==> config.mk <==
export PLATFORM = sky130hd
export DESIGN_NAME = cnn_param_loader
export DESIGN_NICKNAME = d
export VERILOG_FILES = /design/src/rtl/cnn_loader_pkg.sv /design/src/rtl/cnn_loader_bank.sv /design/src/rtl/cnn_param_loader.sv
export SDC_FILE = /design/constraint.sdc
export NUM_CORES = 1
export LEC_CHECK = 0
export CORE_MARGIN = 2
export CORE_UTILIZATION = 50
export CTS_BUF_LIST = sky130_fd_sc_hd__clkbuf_4
export CTS_CLUSTER_DIAMETER = 120
export CTS_CLUSTER_SIZE = 25
export DETAILED_ROUTE_END_ITERATION = 8
export GPL_TIMING_DRIVEN = 0
export PLACE_DENSITY = 0.83
export SYNTH_ARGS = -nofsm -noshare
export SYNTH_HDL_FRONTEND = slang
export SYNTH_SLANG_ARGS = --single-unit
export TNS_END_PERCENT = 30
==> constraint.sdc <==
create_clock -name clk -period 5.6 [get_ports clk]
set_clock_uncertainty 0.1 [all_clocks]
set_input_delay 1.12 -clock clk [delete_from_list [all_inputs] [get_ports clk]]
set_output_delay 1.12 -clock clk [all_outputs]
set_load 0.01 [all_outputs]
==> src/rtl/cnn_loader_pkg.sv <==
// Shared constants for the CNN parameter loader: element widths, derived bank
// geometry and the field offsets of fmap/weight/bias inside one packed bank.
package cnn_loader_pkg;

    localparam int CI      = 1;
    localparam int CO      = 1;
    localparam int KX      = 3;
    localparam int KY      = 3;
    localparam int I_F_BW  = 8;
    localparam int W_BW    = 8;
    localparam int B_BW    = 16;
    localparam int WORD_BW = 8;

    localparam int F_BITS    = CI * KX * KY * I_F_BW;
    localparam int WT_BITS   = CO * CI * KX * KY * W_BW;
    localparam int B_BITS    = CO * B_BW;
    localparam int TOTAL     = F_BITS + WT_BITS + B_BITS;
    localparam int NUM_WORDS = (TOTAL + WORD_BW - 1) / WORD_BW;
    localparam int AW        = (NUM_WORDS > 1) ? $clog2(NUM_WORDS) : 1;

    // Word-aligned width; bits at or above TOTAL in the top word are dropped.
    localparam int PAD_BITS  = NUM_WORDS * WORD_BW;

    // Field offsets within a packed bank.
    localparam int F_OFF  = 0;
    localparam int WT_OFF = F_BITS;
    localparam int B_OFF  = F_BITS + WT_BITS;

    typedef logic [AW-1:0]      word_addr_t;
    typedef logic [WORD_BW-1:0] word_t;

    // True when the word index addresses a real word of the bank.
    function automatic logic addr_in_range(input word_addr_t addr);
        return ({1'b0, addr} < (AW + 1)'(NUM_WORDS));
    endfunction

endpackage

==> src/rtl/cnn_loader_bank.sv <==
// One packed parameter bank: a TOTAL-bit register written one stream word at a
// time, with a synchronous clear. The caller only asserts we for in-range words.
module cnn_loader_bank
    import cnn_loader_pkg::*;
(
    input  logic             clk,
    input  logic             clr,
    input  logic             we,
    input  word_addr_t       addr,
    input  word_t            data,
    output logic [TOTAL-1:0] bits
);

    logic [TOTAL-1:0]    bits_r;
    logic [PAD_BITS-1:0] pad_s;

    // Merge the incoming word into a word-aligned copy of the bank.
    always_comb begin
        pad_s              = '0;
        pad_s[TOTAL-1:0]   = bits_r;
        if (we) begin
            pad_s[addr * WORD_BW +: WORD_BW] = data;
        end else begin
            pad_s[TOTAL-1:0] = bits_r;
        end
    end

    // Bank storage: clear on reset, otherwise capture the merged word.
    always_ff @(posedge clk) begin
        if (clr) begin
            bits_r <= '0;
        end else if (we) begin
            bits_r <= pad_s[TOTAL-1:0];
        end else begin
            bits_r <= bits_r;
        end
    end

    assign bits = bits_r;

endmodule

==> src/rtl/cnn_param_loader.sv <==
// Double-buffered CNN parameter loader. An addressed word stream fills the write
// bank while the core consumes the read bank through out_valid/out_ready.
// Optional feature macro: CNN_LOADER_COVERAGE_EN (reject frames with unwritten words).
module cnn_param_loader
    import cnn_loader_pkg::*;
(
    input  logic               clk,
    input  logic               reset,
    input  logic               in_valid,
    output logic               in_ready,
    input  logic [AW-1:0]      in_addr,
    input  logic [WORD_BW-1:0] in_data,
    input  logic               in_last,
    output logic               out_valid,
    input  logic               out_ready,
    output logic [F_BITS-1:0]  out_fmap,
    output logic [WT_BITS-1:0] out_weight,
    output logic [B_BITS-1:0]  out_bias,
    output logic               err_addr,
    output logic               err_incomplete,
    output logic [15:0]        frame_cnt
);

    logic [1:0]       full_r;
    logic             wr_bank_r;
    logic             rd_bank_r;
    logic             err_addr_r;
    logic             err_incomplete_r;
    logic [15:0]      frame_cnt_r;

    logic             accept_s;
    logic             in_range_s;
    logic             last_s;
    logic             release_s;
    logic             commit_s;
    logic             reject_s;
    logic             wr_en_s;
    logic [1:0]       full_set_s;
    logic [1:0]       full_clr_s;
    logic [TOTAL-1:0] bank0_s;
    logic [TOTAL-1:0] bank1_s;
    logic [TOTAL-1:0] rd_vec_s;

    assign in_ready   = !full_r[wr_bank_r];
    assign out_valid  = full_r[rd_bank_r];
    assign accept_s   = in_valid && in_ready;
    assign in_range_s = addr_in_range(in_addr);
    assign last_s     = accept_s && in_last;
    assign release_s  = out_valid && out_ready;
    assign wr_en_s    = accept_s && in_range_s;

`ifdef CNN_LOADER_COVERAGE_EN
    logic [NUM_WORDS-1:0] map_r;
    logic [NUM_WORDS-1:0] cur_bit_s;
    logic                 map_full_s;

    // One-hot map bit for the word currently being accepted.
    always_comb begin
        cur_bit_s = '0;
        if (in_range_s) begin
            cur_bit_s = {{(NUM_WORDS - 1){1'b0}}, 1'b1} << in_addr;
        end else begin
            cur_bit_s = '0;
        end
    end

    assign map_full_s = &(map_r | cur_bit_s);
    assign commit_s   = last_s && map_full_s;
    assign reject_s   = last_s && !map_full_s;

    // Written-word map of the filling frame; restarts on every accepted last word.
    always_ff @(posedge clk) begin
        if (reset) begin
            map_r <= '0;
        end else if (last_s) begin
            map_r <= '0;
        end else if (accept_s) begin
            map_r <= map_r | cur_bit_s;
        end else begin
            map_r <= map_r;
        end
    end
`else
    assign commit_s = last_s;
    assign reject_s = 1'b0;
`endif

    // A commit and a release never target the same bank, so both apply together.
    assign full_set_s = commit_s  ? (wr_bank_r ? 2'b10 : 2'b01) : 2'b00;
    assign full_clr_s = release_s ? (rd_bank_r ? 2'b10 : 2'b01) : 2'b00;

    // Bank ownership, handshake state, error flags and frame counter.
    always_ff @(posedge clk) begin
        if (reset) begin
            full_r           <= 2'b00;
            wr_bank_r        <= 1'b0;
            rd_bank_r        <= 1'b0;
            err_addr_r       <= 1'b0;
            err_incomplete_r <= 1'b0;
            frame_cnt_r      <= 16'd0;
        end else begin
            full_r           <= (full_r | full_set_s) & ~full_clr_s;
            wr_bank_r        <= wr_bank_r ^ commit_s;
            rd_bank_r        <= rd_bank_r ^ release_s;
            err_addr_r       <= err_addr_r | (accept_s && !in_range_s);
            err_incomplete_r <= reject_s;
            frame_cnt_r      <= frame_cnt_r + {15'd0, commit_s};
        end
    end

    cnn_loader_bank u_bank0 (
        .clk  (clk),
        .clr  (reset),
        .we   (wr_en_s && !wr_bank_r),
        .addr (in_addr),
        .data (in_data),
        .bits (bank0_s)
    );

    cnn_loader_bank u_bank1 (
        .clk  (clk),
        .clr  (reset),
        .we   (wr_en_s && wr_bank_r),
        .addr (in_addr),
        .data (in_data),
        .bits (bank1_s)
    );

    // Present the read bank only while it is full; otherwise drive zeros.
    always_comb begin
        rd_vec_s = '0;
        if (out_valid) begin
            rd_vec_s = rd_bank_r ? bank1_s : bank0_s;
        end else begin
            rd_vec_s = '0;
        end
    end

    assign out_fmap       = rd_vec_s[F_OFF  +: F_BITS];
    assign out_weight     = rd_vec_s[WT_OFF +: WT_BITS];
    assign out_bias       = rd_vec_s[B_OFF  +: B_BITS];
    assign err_addr       = err_addr_r;
    assign err_incomplete = err_incomplete_r;
    assign frame_cnt      = frame_cnt_r;

endmodule
==> metrics.txt, run 1 <==
Net Sw Power=1020 uW; top_reg_cell synth=dfxtp_1; worst-path cell chain=clkbuf_1, clkbuf_1, clkbuf_1, mux2i_1, nor2_1, clkdlybuf4s50_1; DR WL/cell=20.5 microns; Vias/cell=5.79; Synth area leader=dfxtp_1; Power, Total=approximately 3800 uW; Clock H-tree levels=1; vias in the first global route=13000; Yosys cell types=52; Post-Syn Nets=1695; most frequent cell after synthesis=dfxtp_1; Num CTS Buffers=17; TritonCTS clock tree=yes; Multi-input gate area=approximately 0.0083 sq mm; post-route ant nets=0; Root Driver=clkbuf_4; IO Count=198; Synth area leaders=dfxtp_1 43%, mux2i_1 19%, nand3b_1 8.1%, nand2b_1 6.2%, o21ai_0 5.5%; critical path endpoint category=output port; DR pass1 iterations=6; CP Data Required Time=about 4.4 ns; Max Clk Rate=0.182 GHz; Core ar.=0.0307 sq mm; initial core utilization=0.511; total gr overflow=0; gr usage total=0.276; ys async rst share=0; fin crit period=5.49 ns; Leak Pwr=around 0.0058 uW; crit start category=flop; buffers added on ports=196; Synth Warn #=0; first-pass GRT wire length=72100 microns; cts hold-fix bufs=0; initial antenna violation count=3; internal power=2730 uW; dpl hpwl=33900 microns; DRT iter0 DRCs=1391; Mean Syn Cell Area=9.42 sq um; Cell Pwr Density=205 mW/mm^2; Post-synth EDFFs=0; Mapped Area=between 0.015 and 0.02 sq mm; Fin. Hold Viols=0; kind of critical path=reg -> out; Yosys reg bits=341; # fillers=2635; sw frac=0.272; most used cell, CP=clkbuf_1; CP Max Fanout=10; Slew @ Worst Pin=1.24 ns; Slew Viols, Final=0; VDD IR max=182 uV; Gate Count Post-Synth=between 1500 and 2000; DRC violation count after routing=0; Routed WL=46700 microns; gpl congestion=0.985; most frequent cells after synthesis=341 x dfxtp_1, 305 x mux2i_1, 187 x nor2_1; slowest CP cell=clkbuf_1; vias=13200; clk slew on worst S/H paths=0.26 ns; Slowest Stage Delay on Critical Path=0.80 ns; die width=181 microns; Final nets=~1900; status=finished, final reports clean; largest net degree at the start of global routing=26; Final Setup Violations=0; HP Class=reg -> reg; FF/Latch Area=0.00683 sq mm; clk buf depth=3; share of layout cells above drive strength 1=0.0409; Area Growth Syn to Fin=16.6%; clock power share=0.234; clk_lat worst skew=roughly 0.75 ns; Rel. slew slack=0.165; top cell type's share of synthesized area=0.434; post-route clock period utilization=0.980; die extent in y=181 microns; row cnt=64; Seq/Total Area, Yosys=0.434; Core Util, Final=0.596; RSZ-0062 raised after global routing=no; proportion of power drawn by combinational gates=0.113; Max Cap Violations=0; clock sink count=341; die area=0.0329 sq mm; Critical Path AT=4.27 ns; sequential share of power=0.653
-- stage by stage --
step                      hold slack, ns  setup TNS (ns)  std cells  area, sq um  worst slack (ns)
after floorplan                    0.348               0       1669        15700              1.84
after global placement             0.357          -0.615       2261        18200           -0.0967
after detailed placement           0.363               0       2262        18200             0.552
after CTS                          0.390               0       2280        18300             0.208
after global routing               0.405               0       2282        18300            0.0427
final                              0.389               0       2282        18300             0.114
-- critical path: cells and delay by family (launching register included) --
kind	cells	cell delay, ns
buf+inv	4	2.73
flops	1	0.39
mux	1	0.24
simple gates	1	0.16
-- final timing paths --
| kind | cells after the start | end | from | slack, ns |
|---|---|---|---|---|
| setup / recovery | 6 | out_weight[62] | rd_bank_r | 0.11 |
| hold / removal | 2 | u_bank0.bits[123] | u_bank0.bits[123] | 0.39 |
| setup reg to reg | 6 | full_r[0] | rd_bank_r | 2.44 |
| hold reg to reg | 2 | u_bank0.bits[123] | u_bank0.bits[123] | 0.39 |
-- kinds of logic (layout without fill, tap and decap cells) --
| family | count (synthesis) | in the layout | share of synthesized area |
|---|---|---|---|
| and+or+nand+nor | 666 | 666 | 0.255 |
| DFF | 341 | 341 | 0.434 |
| muxes | 308 | 308 | 0.197 |
| AOI/OAI and AO/OA | 187 | 187 | 0.0609 |
| buffers and inverters | 143 | 358 | 0.0370 |
| xor gates and xnor gates | 15 | 15 | 0.00884 |
| adders and majority gates | 8 | 8 | 0.00637 |
| other | 1 | 3 | 0.000239 |
-- power by group through the flow --
stage	Clock, uW	Combinational (uW)	Sequential (uW)
final	877	423	2450
after global routing	956	442	2450
after CTS	876	413	2450
after detailed placement	0	413	2490
after global placement	0	406	2490
after floorplan	0	269	2490
-- registers in the layout, summed over array words and instances (netlist names) --
name,count
u_bank0.bits,160
u_bank1.bits,160
full_r,2
wr_bank_r,1
rd_bank_r,1
err_addr,1
frame_cnt,16
-- cell type report --
type	count	area share
sequential	341	0.372
multi-input combinational	1185	0.453
clock inverter	2	0.000819
timing repair buffer	197	0.108
tap	396	0.0270
clock buffer	17	0.00696
antenna	2	0.000273
inverter	10	0.00205
buffer	132	0.0295
-- cells in the final DEF (no fill, tap or decap), types with 3 or more instances in the layout --
cell / n
nand3_1: 21
nand3b_1: 170
nor3_4: 4
buf_1: 5
xor2_1: 9
o21ai_0: 173
and2_1: 3
nor2_2: 3
nor2_1: 187
or3_1: 3
nor2b_1: 6
and3_1: 6
clkbuf_4: 17
clkdlybuf4s50_1: 196
clkbuf_1: 105
nor4_4: 4
nor3_1: 11
ha_1: 8
xnor2_1: 5
buf_6: 3
o21ai_1: 6
nand2b_1: 156
nand2_1: 42
nand4_4: 4
dfxtp_1: 341
mux2i_1: 304
inv_1: 10
buf_2: 18
nor3b_1: 3
nor4_1: 3
nand4_1: 23
-- layer usage --
metal,share of wire,GRT usage,routed length (microns),up-vias
met5,0.00036,0,17,-
met4,0.038,0.0959,1780,2
met3,0.084,0.0504,3940,127
met2,0.46,0.459,21400,591
met1,0.42,0.361,19600,6334
li1,-,-,-,6164
-- what timing repair did --
action,CTS,global route
buffers inserted,0,0
endpoints found under the setup margin,72,0
gates resized for setup,0,0
hold endpoints to repair,0,0
Note: power is estimated with default switching activity, not from simulation.
==> inputs of run 2 (changes only) <==
==> constraint.sdc (replaced) <==
create_clock -name clk -period 6.5 [get_ports clk]
set_clock_uncertainty 0.1 [all_clocks]
set_input_delay 1.3 -clock clk [delete_from_list [all_inputs] [get_ports clk]]
set_output_delay 1.3 -clock clk [all_outputs]
set_load 0.01 [all_outputs]
==> run 2 against run 1 <==
Net effect: count of clock-buffer cells in the layout is the same; first-iteration DRC count shrank 0.50%; worst setup slack gained 0.19 ns; global-route usage grew 0.073 points; critical endpoint is now out_weight[64]; final cell count is essentially flat; power shrank 14%; largest power group unchanged; via count grew 0.45%; non-clock buffer count grew 1.
==> metrics.txt, run 2 (synthesized netlist as in run 1, its figures left out) <==
Worst Slack Setup Final=0.300 ns (was 0.114 ns); Routed WL=46900 microns (was 46700 microns); internal power=2350 uW (was 2730 uW); die extent in y=181 microns (unchanged); fin area=0.0183 sq mm (about the same); Fin. Hold Viols=0 (unchanged); Max Clk Rate=0.161 GHz; total gr overflow=0 (unchanged); post-route clock period utilization=0.954; placed cell area=0.0182 sq mm (unchanged); Crit path max-delay family=buffers and inverters (unchanged); slowest CP cell=clkbuf_1 (unchanged); largest net degree at the start of global routing=26 (unchanged); Core ar.=0.0307 sq mm (unchanged); Root Driver=clkbuf_4 (unchanged); clk buf depth=3 (unchanged); initial core utilization=0.511 (unchanged); Net Sw Power=877 uW (was 1020 uW); worst-path cell chain=clkbuf_1, mux2i_2, buf_6, clkbuf_1, clkbuf_1, nor2_1, clkdlybuf4s50_1 (was clkbuf_1, clkbuf_1, clkbuf_1, mux2i_1, nor2_1, clkdlybuf4s50_1); initial antenna violation count=3 (unchanged); clock power share=0.233 (was 0.234); status=finished, final reports clean (unchanged); CP Max Fanout=10 (unchanged); DR WL/cell=20.5 microns (about the same); Place WS=1.27 ns (was 0.552 ns); kind of critical path=reg -> out (unchanged); cts hold-fix bufs=0 (unchanged); vias in the first global route=13000 (about the same); post-route ant nets=0 (unchanged); buffers added on ports=196 (unchanged); gpl congestion=0.985 (unchanged); vias=13300 (was 13200); HP Class=reg -> reg (unchanged); Slew @ Worst Pin=1.22 ns (was 1.24 ns); CP Data Required Time=5.10 ns (was 4.38 ns); Max Cap Violations=0 (unchanged); crit start category=flop (unchanged); Final nets=1911 (was 1910); # Post-CTS Setup Buffers=0 (unchanged); Critical Path AT=4.80 ns (was 4.27 ns); Slew Viols, Final=0 (unchanged); Core Util, Final=0.596 (about the same); Final Setup Violations=0 (unchanged); VDD IR max=158 uV (was 182 uV); clk slew on worst S/H paths=0.25 ns (was 0.26 ns); share of layout cells above drive strength 1=0.0408 (was 0.0409); Cell Pwr Density=176 mW/mm^2 (was 205 mW/mm^2); die area=0.0329 sq mm (unchanged); CP Buf/Inv Count=5 (was 4); DR pass1 iterations=6 (unchanged); Rel. slew slack=0.182 (was 0.165); commonest non-fill, non-tap cells in the layout=341 x dfxtp_1, 304 x mux2i_1, 196 x clkdlybuf4s50_1 (unchanged); Slowest Stage Delay on Critical Path=0.84 ns (was 0.80 ns); sw frac=0.272 (about the same); Vias/cell=5.82 (was 5.79); setup TNS=0 ns (unchanged); most used cell, CP=clkbuf_1 (unchanged); RSZ-0062 raised after global routing=no (unchanged); Area Growth Syn to Fin=16.7% (was 16.6%); proportion of power drawn by combinational gates=0.113 (about the same); # resized after CTS=0 (unchanged); DRC violation count after routing=0 (unchanged); IO Count=198 (unchanged); critical path endpoint category=output port (unchanged); dpl hpwl=33900 microns (unchanged); clk_lat worst skew=0.74 ns (was 0.75 ns); Num CTS Buffers=17 (unchanged); sequential share of power=0.654 (was 0.653); fin crit period=slightly above 6 ns; first-pass GRT wire length=72200 microns (was 72100 microns); most common cell after layout, fill and taps aside=dfxtp_1 (unchanged); TritonCTS clock tree=yes (unchanged); clock sink count=341 (unchanged); row cnt=64 (unchanged); Clock H-tree levels=1 (unchanged); DRT iter0 DRCs=1384 (was 1391); gr usage total=0.277 (was 0.276); die width=181 microns (unchanged); Leak Pwr=0.00576 uW (about the same)
-- run 2: power groups by stage --
stage | registers [uW] | clock network (uW) | logic (uW)
floorplan | 2150 | 0 | 231
global placement | 2150 | 0 | 350
detailed placement | 2150 | 0 | 356
CTS | 2110 | 754 | 357
global route | 2110 | 824 | 382
finish | 2110 | 752 | 366
-- run 2: layer usage --
metal | part of all wire | vias to the layer above | global-route usage
li1 | - | 6169 | -
met1 | 0.42 | 6395 | 0.360
met2 | 0.46 | 605 | 0.460
met3 | 0.087 | 107 | 0.0514
met4 | 0.038 | 2 | 0.0998
met5 | 0.00036 | - | 0
-- run 2: worst paths after layout --
| check | from | endpoint | slack (ns) | depth (start not counted) |
|---|---|---|---|---|
| worst max register to register | rd_bank_r | full_r[0] | 3.00 | 7 |
| worst min register to register | u_bank0.bits[123] | u_bank0.bits[123] | 0.39 | 2 |
| worst max-delay path | rd_bank_r | out_weight[64] | 0.30 | 7 |
| worst min-delay path | u_bank0.bits[123] | u_bank0.bits[123] | 0.39 | 2 |
-- run 2: area by class of cell --
class / instances / area, sq um
well taps: 396 / 495
repair buffers: 197 / 1970
plain buffers: 133 / 544
inverters: 10 / 37.5
flip-flops and latches: 341 / 6830
diodes: 2 / 5.00
fillers: 2634 / 12400
clock buffers: 17 / 128
multi-input cells: 1185 / 8310
clock inverters: 2 / 15.0
-- run 2: tightest hold or removal path, delay by kind of cell, from the launching register on --
kind             cells  cell delay (ns)
and+or+nand+nor      1             0.06
DFF                  1             0.37
muxes                1             0.05
-- run 2: stage by stage --
step / hold WS [ns] / std cells / total power (uW)
floorplan: 0.348 / 1669 / 2380
global placement: 0.357 / 2261 / 2500
detailed placement: 0.363 / 2262 / 2510
CTS: 0.390 / 2281 / 3220
global route: 0.405 / 2283 / 3320
finish: 0.389 / 2283 / 3230
==> inputs of run 3 (changes only) <==
--- a/config.mk
+++ b/config.mk
@@ -12,7 +12,7 @@
 export CTS_CLUSTER_SIZE = 25
 export DETAILED_ROUTE_END_ITERATION = 8
 export GPL_TIMING_DRIVEN = 0
-export PLACE_DENSITY = 0.83
+export PLACE_DENSITY_LB_ADDON = 0.1
 export SYNTH_ARGS = -nofsm -noshare
 export SYNTH_HDL_FRONTEND = slang
 export SYNTH_SLANG_ARGS = --single-unit
==> run 3 against run 2 <==
Net effect: hold slack got worse by 0.0035 ns; critical path type unchanged; register-to-register slack improved by 0.27 ns; first-iteration DRC count is 23% lower; final cell count about the same; core utilization unchanged.
==> metrics.txt, run 3 (synthesized netlist as in run 1, its figures left out) <==
status=finished, final reports clean (unchanged); WL met3=3090 microns (was 4070 microns); fin crit period=5.99 ns (was 6.20 ns); crit start category=flop (unchanged); Cell Pwr Density=177 mW/mm^2 (was 176 mW/mm^2); Rel. slew slack=0.280 (was 0.182); Highest Signal Layer=met5 (unchanged); first-pass GRT wire length=71900 microns (was 72200 microns); vias=13000 (was 13300); die extent in y=181 microns (unchanged); CP Buf/Inv Count=5 (unchanged); RSZ-0062 raised after global routing=no (unchanged); Crit path max-delay family=buffers and inverters (unchanged); Met1 Wirelength=21400 microns (was 19500 microns); Final nets=1911 (unchanged); largest net degree at the start of global routing=26 (unchanged); Routed WL=47000 microns (was 46900 microns); HP Class=reg -> reg (unchanged); Core ar.=0.0307 sq mm (unchanged); worst r2r src=rd_bank_r (unchanged); Vias/cell=5.72 (was 5.82); die area=0.0329 sq mm (unchanged); CP Data Required Time=5.10 ns (about the same); Fin. Hold Viols=0 (unchanged); Max Clk Rate=0.167 GHz (was 0.161 GHz); total gr overflow=0 (unchanged); initial core utilization=0.511 (unchanged); Slew @ Worst Pin=1.07 ns (was 1.22 ns); kind of critical path=reg -> out (unchanged); flop-to-flop setup slack=3.27 ns (was 3.00 ns); CP Max Fanout=10 (unchanged); Hold WS=0.386 ns (was 0.389 ns); IO Count=198 (unchanged); setup TNS=0 ns (unchanged); Leak Pwr=0.00576 uW (about the same); # Post-CTS Setup Buffers=0 (unchanged); critical path endpoint category=output port (unchanged); clk buf depth=3 (unchanged); Max Cap Violations=0 (unchanged); Multi-input gate area=0.00832 sq mm (was 0.00831 sq mm); slowest CP cell=clkbuf_1 (unchanged); Critical Path AT=4.59 ns (was 4.80 ns); Root Driver=clkbuf_4 (unchanged); commonest non-fill, non-tap cells in the layout=341 x dfxtp_1, 304 x mux2i_1, 196 x clkdlybuf4s50_1 (unchanged); clk_lat worst skew=0.75 ns (was 0.74 ns); Worst Slack Setup Final=0.515 ns (was 0.300 ns); row cnt=64 (unchanged); Clock H-tree levels=1 (unchanged); clk slew on worst S/H paths=0.24 ns (was 0.25 ns); sw frac=0.276 (was 0.272); # fillers=2810 (was 2634); most common cell after layout, fill and taps aside=dfxtp_1 (unchanged); Slew Viols, Final=0 (unchanged); internal power=2350 uW (about the same); DRT iter0 DRCs=1069 (was 1384); worst-path cell chain=clkbuf_1, mux2i_2, buf_6, clkbuf_1, clkbuf_1, nor2_1, clkdlybuf4s50_1 (unchanged); gr usage total=0.278 (was 0.277); Place WS=1.22 ns (was 1.27 ns); initial antenna violation count=2 (was 3); DR WL/cell=20.6 microns (was 20.5 microns); vias in the first global route=12300 (was 13000); Worst Setup SP=rd_bank_r (unchanged); TritonCTS clock tree=yes (unchanged); post-route clock period utilization=0.921 (was 0.954); clock sink count=341 (unchanged); FF/Latch Area=0.00683 sq mm (unchanged); hold_sp=u_bank0.bits[127] (was u_bank0.bits[123]); post-route ant nets=0 (unchanged); share of layout cells above drive strength 1=0.0409 (was 0.0408); clock power share=0.235 (was 0.233); most used cell, CP=clkbuf_1 (unchanged); Final Setup Violations=0 (unchanged); Num CTS Buffers=17 (unchanged); cts hold-fix bufs=0 (unchanged); DR WL met2=21000 microns (was 21400 microns); gpl congestion=0.960 (was 0.985); VDD IR max=110 uV (was 158 uV); buffers added on ports=196 (unchanged); DR pass1 iterations=6 (unchanged); proportion of power drawn by combinational gates=0.115 (was 0.113); dpl hpwl=33600 microns (was 33900 microns); DRC violation count after routing=0 (unchanged); sequential share of power=0.650 (was 0.654); Area Growth Syn to Fin=16.7% (unchanged); Slowest Stage Delay on Critical Path=0.69 ns (was 0.84 ns); die width=181 microns (unchanged); Net Sw Power=896 uW (was 877 uW); # resized after CTS=0 (unchanged)
## run 3: path summary, 6_finish.rpt
check	end	depth (start not counted)
worst max-delay path	out_weight[65]	7
worst min-delay path	u_bank0.bits[127]	2
worst max register to register	rd_bank_r	7
worst min register to register	u_bank0.bits[127]	2
## run 3: routing by layer
layer	GRT usage	vias up
li1	-	6173
met1	0.397	6318
met2	0.442	479
met3	0.0323	75
met4	0.0787	2
met5	0	-
## run 3: cell type report
class,count,share of cell area
flip-flops and latches,341,0.372
inverters,10,0.00205
clock buffers,17,0.00696
multi-input cells,1185,0.454
clock inverters,1,0.000614
diodes,1,0.000136
repair buffers,197,0.108
well taps,396,0.0270
plain buffers,133,0.0297
## run 3: metrics by stage
step	std cells	total power, uW	cell area [sq um]	util
2_1_floorplan	1669	2380	15700	-
3_3_place_gp	2261	2510	18200	0.591
3_5_place_dp	2262	2520	18200	0.591
4_1_cts	2280	3240	18300	0.596
5_1_grt	2281	3350	18300	0.596
6_report	2281	3250	18300	0.596
## run 3: power by group through the flow
stage,registers [uW],clock network [uW],logic (uW)
2_1_floorplan,2150,0,231
3_3_place_gp,2150,0,362
3_5_place_dp,2150,0,366
4_1_cts,2110,766,368
5_1_grt,2110,842,392
6_report,2110,763,374
## run 3: tightest hold or removal path: stages (launching register included)
cell and delay, ns:
dfxtp_1 0.37, nand2b_1 0.06, mux2i_1 0.05
